$ cat config.mk
export PLATFORM = sky130hd
export DESIGN_NAME = debug_run_controller
export DESIGN_NICKNAME = d
export VERILOG_FILES = /design/src/rtl/debug_pkg.sv /design/src/rtl/debug_cycle_counter.sv /design/src/rtl/debug_run_controller.sv
export SDC_FILE = /design/constraint.sdc
export NUM_CORES = 1
export LEC_CHECK = 0
export ABC_AREA = 0
export CAP_MARGIN = 40
export CORE_MARGIN = 4
export CORE_UTILIZATION = 40
export CTS_BUF_LIST = sky130_fd_sc_hd__clkbuf_16
export CTS_CLUSTER_DIAMETER = 150
export DETAILED_ROUTE_END_ITERATION = 10
export HOLD_SLACK_MARGIN = 0.08
export PLACE_DENSITY = 0.61
export SLEW_MARGIN = 20
export SYNTH_ARGS = -nofsm -noshare
export SYNTH_HDL_FRONTEND = slang
export SYNTH_SLANG_ARGS = --single-unit
$ cat constraint.sdc
create_clock -name clk -period 4.1 [get_ports clk]
set_input_delay 0.82 -clock clk [delete_from_list [all_inputs] [get_ports clk]]
set_output_delay 0.82 -clock clk [all_outputs]
set_load 0.1 [all_outputs]
$ cat src/rtl/debug_pkg.sv
// debug_pkg: shared definitions for the debug run controller.
//   - FSM state encoding, also the STATUS[1:0] code seen by host software.
//   - Avalon-MM register addresses (0-7).
//   - CTRL register bit positions.
package debug_pkg;

  typedef enum logic [1:0] {
    ST_HALTED   = 2'd0,
    ST_RUNNING  = 2'd1,
    ST_STEPPING = 2'd2
  } dbg_state_e;

  localparam logic [2:0] ADDR_CTRL       = 3'd0;
  localparam logic [2:0] ADDR_STATUS     = 3'd1;
  localparam logic [2:0] ADDR_BP_PC      = 3'd2;
  localparam logic [2:0] ADDR_STEP_COUNT = 3'd3;
  localparam logic [2:0] ADDR_RETIRE_CNT = 3'd4;
  localparam logic [2:0] ADDR_HALT_PC    = 3'd5;
  localparam logic [2:0] ADDR_CYC_LO     = 3'd6;
  localparam logic [2:0] ADDR_CYC_HI     = 3'd7;

  localparam int CTRL_RUN     = 0;
  localparam int CTRL_HALT    = 1;
  localparam int CTRL_STEP    = 2;
  localparam int CTRL_BP_EN   = 3;
  localparam int CTRL_CLR_CNT = 4;

endpackage

$ cat src/rtl/debug_cycle_counter.sv
// debug_cycle_counter: 32-bit cycle counter with a shadow of the upper half.
// Reading the low half latches the high half so the host gets a coherent
// 32-bit value from two 16-bit reads.
// Ports:
//   clk, reset     clock, asynchronous active-high reset
//   count_en       increment this cycle
//   clear          zero the counter (wins over count_en)
//   latch_hi       copy count[31:16] into the shadow
//   count_lo       count[15:0]
//   hi_shadow      shadowed count[31:16]
module debug_cycle_counter (
  input  logic        clk,
  input  logic        reset,
  input  logic        count_en,
  input  logic        clear,
  input  logic        latch_hi,
  output logic [15:0] count_lo,
  output logic [15:0] hi_shadow
);

  logic [31:0] count_reg;
  logic [15:0] shadow_reg;

  always_ff @(posedge clk or posedge reset) begin
    if (reset) begin
      count_reg  <= 32'd0;
      shadow_reg <= 16'd0;
    end else begin
      if (clear)
        count_reg <= 32'd0;
      else if (count_en)
        count_reg <= count_reg + 32'd1;
      // Shadow takes the same pre-edge value whose low half is being read.
      if (latch_hi)
        shadow_reg <= count_reg[31:16];
    end
  end

  assign count_lo  = count_reg[15:0];
  assign hi_shadow = shadow_reg;

endmodule

$ cat src/rtl/debug_run_controller.sv
// debug_run_controller: run/halt/single-step controller for the soft processor.
// Gates forward progress with cpu_pause, implements one PC breakpoint, counts
// retired instructions and captures the halt PC. Control/status is a 16-bit
// Avalon-MM slave with read latency 1.
// Optional feature: define DEBUG_CYCLE_COUNTER_EN to build a 32-bit cycle
// counter at addresses 6/7; otherwise those addresses read 0.
// Ports:
//   clk, reset                      clock, asynchronous active-high reset
//   avl_address/read/write/writedata Avalon-MM slave inputs
//   avl_readdata                    registered read data
//   current_pc, instr_retire        retirement info from the processor
//   cpu_pause                       high while HALTED
module debug_run_controller
  import debug_pkg::*;
#(
  parameter int PC_WIDTH      = 10,
  parameter bit START_RUNNING = 1'b0
) (
  input  logic                clk,
  input  logic                reset,
  input  logic [2:0]          avl_address,
  input  logic                avl_read,
  input  logic                avl_write,
  input  logic [15:0]         avl_writedata,
  output logic [15:0]         avl_readdata,
  input  logic [PC_WIDTH-1:0] current_pc,
  input  logic                instr_retire,
  output logic                cpu_pause
);

  localparam dbg_state_e RESET_STATE = START_RUNNING ? ST_RUNNING : ST_HALTED;

  dbg_state_e          state_reg;
  logic [15:0]         remaining_reg;
  logic                bp_hit_reg;
  logic                bp_en_reg;
  logic [PC_WIDTH-1:0] bp_pc_reg;
  logic [15:0]         step_count_reg;
  logic [15:0]         retire_cnt_reg;
  logic [PC_WIDTH-1:0] halt_pc_reg;
  logic [PC_WIDTH-1:0] last_pc_reg;
  logic [15:0]         readdata_reg;
  logic [15:0]         read_next;
  logic [15:0]         cyc_lo_word;
  logic [15:0]         cyc_hi_word;

  // Command decode
  logic wr_ctrl, cmd_run, cmd_halt, cmd_step, cmd_clr;
  logic bp_match, step_done, halt_entry;

  assign wr_ctrl  = avl_write && (avl_address == ADDR_CTRL);
  assign cmd_run  = wr_ctrl && avl_writedata[CTRL_RUN];
  assign cmd_halt = wr_ctrl && avl_writedata[CTRL_HALT];
  assign cmd_step = wr_ctrl && avl_writedata[CTRL_STEP];
  assign cmd_clr  = wr_ctrl && avl_writedata[CTRL_CLR_CNT];

  assign bp_match  = instr_retire && bp_en_reg && (current_pc == bp_pc_reg);
  assign step_done = (state_reg == ST_STEPPING) && instr_retire &&
                     (remaining_reg == 16'd1);
  assign halt_entry = (state_reg != ST_HALTED) &&
                      (cmd_halt || bp_match || step_done);

  // Run-control FSM
  always_ff @(posedge clk or posedge reset) begin
    if (reset) begin
      state_reg     <= RESET_STATE;
      remaining_reg <= 16'd0;
      bp_hit_reg    <= 1'b0;
      halt_pc_reg   <= '0;
      last_pc_reg   <= '0;
    end else begin
      if (instr_retire)
        last_pc_reg <= current_pc;
      // The instruction retiring on the halting cycle is the halt PC.
      if (halt_entry)
        halt_pc_reg <= instr_retire ? current_pc : last_pc_reg;

      case (state_reg)
        ST_HALTED: begin
          // HALT beats RUN/STEP; STEP beats RUN.
          if (!cmd_halt) begin
            if (cmd_step) begin
              state_reg     <= ST_STEPPING;
              remaining_reg <= (step_count_reg == 16'd0) ? 16'd1 : step_count_reg;
              bp_hit_reg    <= 1'b0;
            end else if (cmd_run) begin
              state_reg  <= ST_RUNNING;
              bp_hit_reg <= 1'b0;
            end
          end
        end
        ST_RUNNING: begin
          if (bp_match)
            bp_hit_reg <= 1'b1;
          if (cmd_halt || bp_match)
            state_reg <= ST_HALTED;
        end
        ST_STEPPING: begin
          if (bp_match)
            bp_hit_reg <= 1'b1;
          if (instr_retire)
            remaining_reg <= remaining_reg - 16'd1;
          if (cmd_halt || bp_match || step_done)
            state_reg <= ST_HALTED;
        end
        default: state_reg <= ST_HALTED;
      endcase
    end
  end

  // Writable registers and retire counter
  always_ff @(posedge clk or posedge reset) begin
    if (reset) begin
      bp_en_reg      <= 1'b0;
      bp_pc_reg      <= '0;
      step_count_reg <= 16'd0;
      retire_cnt_reg <= 16'd0;
    end else begin
      if (wr_ctrl)
        bp_en_reg <= avl_writedata[CTRL_BP_EN];
      if (avl_write && (avl_address == ADDR_BP_PC))
        bp_pc_reg <= avl_writedata[PC_WIDTH-1:0];
      if (avl_write && (avl_address == ADDR_STEP_COUNT))
        step_count_reg <= avl_writedata;
      // Clear wins over a coincident retire.
      if (cmd_clr)
        retire_cnt_reg <= 16'd0;
      else if (instr_retire)
        retire_cnt_reg <= retire_cnt_reg + 16'd1;
    end
  end

`ifdef DEBUG_CYCLE_COUNTER_EN
  debug_cycle_counter u_cycle_counter (
    .clk       (clk),
    .reset     (reset),
    .count_en  (state_reg != ST_HALTED),
    .clear     (cmd_clr),
    .latch_hi  (avl_read && (avl_address == ADDR_CYC_LO)),
    .count_lo  (cyc_lo_word),
    .hi_shadow (cyc_hi_word)
  );
`else
  // Without the counter the read strobe has no side effects.
  logic unused_avl_read;
  assign unused_avl_read = avl_read;
  assign cyc_lo_word     = 16'd0;
  assign cyc_hi_word     = 16'd0;
`endif

  // Read mux, registered every cycle from the address
  always_comb begin
    read_next = 16'd0;
    case (avl_address)
      ADDR_CTRL:       read_next = {15'd0, bp_en_reg};
      ADDR_STATUS:     read_next = {13'd0, bp_hit_reg, state_reg};
      ADDR_BP_PC:      read_next = 16'(bp_pc_reg);
      ADDR_STEP_COUNT: read_next = step_count_reg;
      ADDR_RETIRE_CNT: read_next = retire_cnt_reg;
      ADDR_HALT_PC:    read_next = 16'(halt_pc_reg);
      ADDR_CYC_LO:     read_next = cyc_lo_word;
      ADDR_CYC_HI:     read_next = cyc_hi_word;
      default:         read_next = 16'd0;
    endcase
  end

  always_ff @(posedge clk or posedge reset) begin
    if (reset)
      readdata_reg <= 16'd0;
    else
      readdata_reg <= read_next;
  end

  assign avl_readdata = readdata_reg;
  assign cpu_pause    = (state_reg == ST_HALTED);

endmodule
After elaboration in Yosys (flattened, before gate mapping):

Cells that the tools add are included.

* output and inout bits: 17
* register bits: 98
* input bits: 34
* logic and storage cells: 76

* reduce and logical (&&, ||, !) cells: 26
* multiplexer cells: 20
* equal/unequal tests: 18
* add/sub/neg operators: 2

Operators with widths (number)
* one-hot mux 16 bit (7 select lines): 1
* 2-to-1 mux 16 bit: 6
* one-hot mux 16 bit (2 select lines): 1
* adder 16 x 1 -> 16 bit, second input constant: 1
* == test 16 x 1 -> 1 bit, second input constant: 1
* logical NOT 16 bit: 1
* subtractor 16 x 1 -> 16 bit, second input constant: 1
* == test 3 bit, second input constant: 4
* logical AND 1 bit: 12
* AND reduction 4 bit: 3
* == test 10 bit: 1
* 2-to-1 mux 10 bit: 1
* 2-to-1 mux 2 bit: 5
* nonzero test 2 bit: 4
* == test 3 x 2 -> 1 bit, second input constant: 2
* != test 2 x 1 -> 1 bit, second input constant: 3
* != test 2 bit, second input constant: 3
* one-hot mux 2 bit (3 select lines): 1
* 2-to-1 mux 1 bit: 4
* OR reduction 2 bit: 2
* == test 3 x 1 -> 1 bit, second input constant: 1
* logical NOT 3 bit: 1
* != test 3 x 1 -> 1 bit, second input constant: 1
* == test 2 x 1 -> 1 bit, second input constant: 1
* other kinds (4): 5

Longest topological paths before layout:

* depth in word-level cells: 7
* mapped depth: 8
* depth with buffers taken out: 7

Least setup slack after synthesis:

Ideal clock, no wire load.

* kind: reg2reg
* start: reg state_reg[0]
* end: reg remaining_reg[13]
* setup time: 0.121 ns
* stages on the path, launching flop included: 9
* arrival time: 2.439 ns
* buffers on the path: 2
* slack: 1.540 ns
* period minus slack after synthesis: 2.560 ns
* required time: 3.979 ns
* path through: dfrtp_1 > inv_1 > ha_1 > clkbuf_1 > nor2_1 > a211oi_1 > buf_4 > o21ai_0 > a22o_2

* cells in the longest elaborated chain, start to end: 3
* elaborated cells on any way between the ends: 8
* classes of those cells: 4 x eq/ne; 1 x mux; 3 x reduce/logical

RTL lines
* start, declared: line debug_run_controller.sv:33 `dbg_state_e state_reg;`
* start signal, assigned: line debug_run_controller.sv:66 `state_reg <= RESET_STATE;`
* start signal, assigned: line debug_run_controller.sv:83 `state_reg <= ST_STEPPING;`
* start signal, assigned: line debug_run_controller.sv:87 `state_reg <= ST_RUNNING;`
* logical NOT 2 bit (*)
* net cpu_pause: line debug_run_controller.sv:28 `output logic cpu_pause`
* != test 2 x 1 -> 1 bit (no line) (tied with other cells)
* AND reduction 4 bit (no line)
* end signal, assigned: line debug_run_controller.sv:84 `remaining_reg <= (step_count_reg == 16'd0) ? 16'd1 : step_count_reg;`
* end signal, assigned: line debug_run_controller.sv:102 `remaining_reg <= remaining_reg - 16'd1;`
* end, declared: line debug_run_controller.sv:34 `logic [15:0] remaining_reg;`

The timed path passes the listed nets; every way through them passes the cells marked *.
A chain may end at the register's enable or synchronous reset.

Worst setup path after layout:

* start: in avl_address[2]
* end: reg remaining_reg[1]

* cells in the longest elaborated chain, start to end: 5
* elaborated cells on any way between the ends: 7
* classes of those cells: 2 x eq/ne; 5 x reduce/logical

RTL lines
* start, declared: line debug_run_controller.sv:21 `input logic [2:0] avl_address,`
* logical NOT 3 bit (*): line debug_run_controller.sv:51 `assign wr_ctrl = avl_write && (avl_address == ADDR_CTRL);`
* logical AND 1 bit (*): line debug_run_controller.sv:51
* logical AND 1 bit (on tied branches): line debug_run_controller.sv:54, debug_run_controller.sv:53
* != test 2 x 1 -> 1 bit (no line) / != test 2 bit (equally long branches)
* AND reduction 4 bit (no line) (*)

Every way passes the cells marked *; elsewhere a longest branch is shown, timed or not.

==> impl_metrics.toml <==
[worst_hold_path]
holdCritPathClass = "register to register"

[worst_setup_path]
cp_cell_sequence = "clkdlybuf4s50_1, nor4b_4, nand3b_1, a211o_1, a221oi_1, a21oi_1"
cp.arrival_ns = 3.24
crit_type = "input port to register"
crit_path_end_kind = "register"
worst-path-buf-inv = 1
cp.required_ns = 4.31
startpoint_type = "input port"
cp_max_fo = 21
crit_family = "compound AO/OA/AOI/OAI gates"
critical-path-max-stage-delay_ns = 0.66
cpMaxStageDelayCell = "clkdlybuf4s50_1"

[sta]
maxSlewViolCount = 0
period_minus_slack_ns = 3.03
setup_viol = 0
finalCritPeriodShare_pct = 73.9
clock_skew_ns = 0.00996
setup_ws_ns = 1.07
hold_violations = 0
fmax_mhz = 330
rsz0062_at_grt = "no"
slew_headroom_pct = 56.7
finalHoldWorstSlack_ns = 0.493
worst_pin_slew_ns = 0.647
tns_ns = 0

[synthesis]
syn-num-nets = 469
async_flop_share_pct = 100
synth_area_leaders = "dfrtp_1, mux2_2, xor2_1"
synth_top_area_share_pct = 51.1
seq_area_frac_synth_pct = 51.1
syn_area_per_cell_um2 = 11.2
synth-edff-count = 0
syn_area_um2 = 4800
syn_inst = 429
ys_ff_latch = 98
synth.largest_area_cell = "dfrtp_1"
ys_warn_count = 0
synth-main-ff-cell = "dfrtp_1"
ys_types = 58

[pwr]
leakage_nw = 2.48
ir_drop_mv = 0.517
p_per_area_nw_per_um2 = 562

[clock_network]
cts_max_path_buffers = 2
cts_root_buf = "clkbuf_16"
clk_pin_slew_ns = 0.06
htree_levels = 3
cts_sinks = 98
cts_hold_buf = 0
cts_made_buffers = 9
cts_tree = "built"
cts-resized-gates = 0
cts_setup_buffers = 0
clock_latency_ns = 0.35

[global_routing]
grt_max_degree = 56
antenna_found_initial = 0
first_global_vias = 3590
grt_pass1_wl_mm = 19.7
grt_usage_pct = 18.0
overflow = 0

[layout]
postLayoutCellArea_um2 = 6010
layout_commonest_cell = "dfrtp_1"
diodes = 0
num-fill-cells = 1030
layout_common_cells = "dfrtp_1, mux2_2, clkdlybuf4s50_1, nor2_1, a21oi_1"
drive_above_1_share_pct = 21.1
area_growth_pct = 25.1
nets = 532

[placement]
port_buffers = 49
place_worst_setup_slack_ns = 0.725
dp.final_hpwl_mm = 8.78
place_congestion = 0.843
dpl-instance-area_um2 = 5720

[floorplanning]
start_util_pct = 41.5
ios = 51
rows = 39
dieWidth_um = 118
core_um2 = 11600
dieHeight_um = 118
dieArea_um2 = 13800

[routing]
wirelength_mm = 12.1
drt_iter0_markers = 331
postRouteAntennaNets = 0
vias = 3656
wl_per_cell_um = 18.8
avgViaCountPerCell = 5.71
first_pass_iters = 5
drc = 0

[run]
cap_viol_max_count = 0

[run_status]
status = "finished, final reports clean"
[cell type report]
| class | count | area (um2) | share of cell area (%) |
|---|---|---|---|
| clock inverter | 7 | 68.8 | 1.15 |
| tap | 143 | 179 | 2.98 |
| multi-input combinational | 298 | 2220 | 37.0 |
| timing repair buffer | 76 | 823 | 13.7 |
| clock buffer | 9 | 225 | 3.75 |
| inverter | 9 | 36.3 | 0.604 |
| sequential | 98 | 2450 | 40.8 |
[cells in the mapped netlist (7+ instances only)]
cell,count
dfrtp_1,98
mux2_2,49
nor2_1,33
a21oi_1,24
nand2_1,20
clkbuf_1,18
o21ai_0,18
xor2_1,17
inv_1,9
nor4_1,9
a22o_1,8
a221oi_1,7
a22oi_1,7
nand3_1,7
nor3_1,7
[routing by layer]
metal / routed length [um] / global-route usage [%] / part of all wire, %
met1: 5660 / 24.6 / 47
met2: 5720 / 28.8 / 47
met3: 519 / 4.71 / 4.3
met4: 160 / 4.54 / 1.3
met5: 0 / 0 / 0
[power by group]
| part | switching [W] | total [W] | internal [W] | leakage [nW] |
|---|---|---|---|---|
| combinational | 0.000603 | 0.00107 | 0.000468 | 1.12 |
| clock | 0.000366 | 0.000837 | 0.000472 | 0.147 |
| sequential | 0.000254 | 0.00147 | 0.00122 | 1.22 |
[logic make-up after synthesis]
family	count (synthesis)	synth area share, %
compound gates	98	14.2
xor+xnor	22	4.01
fa+ha+maj	6	1.56
buf+inv	33	2.74
flops	98	51.1
mux	55	12.7
simple gates	117	13.7
[stage by stage]
step | std cells | power [W] | util (%)
after global routing | 640 | 0.00358 | 52.0
after CTS | 640 | 0.00339 | 52.0
after floorplan | 429 | 0.00219 | -
after global placement | 608 | 0.00246 | 47.3
after detailed placement | 624 | 0.00255 | 49.4
final | 640 | 0.00338 | 52.0
[path summary, 6_finish.rpt]
path	start	endpoint	slack (ns)	cells past startpoint
min in group asynchronous	reset	remaining_reg[2]	0.89	2
max in group asynchronous	reset	halt_pc_reg[8]	2.54	3
worst max register to register	state_reg[0]	halt_pc_reg[9]	1.63	8
worst max-delay path	avl_address[2]	remaining_reg[1]	1.07	6
worst min-delay path	last_pc_reg[7]	last_pc_reg[7]	0.49	1
worst min register to register	last_pc_reg[7]	last_pc_reg[7]	0.49	1
[worst reg2reg max path: cells and delay by family (launching register included)]
kind / cells / cell delay (ns)
fa+ha+maj: 1 / 0.18
mux: 1 / 0.40
flops: 1 / 0.40
buf+inv: 2 / 0.35
simple gates: 3 / 0.57
compound gates: 1 / 0.45
Power figures use the tool's default switching activity.
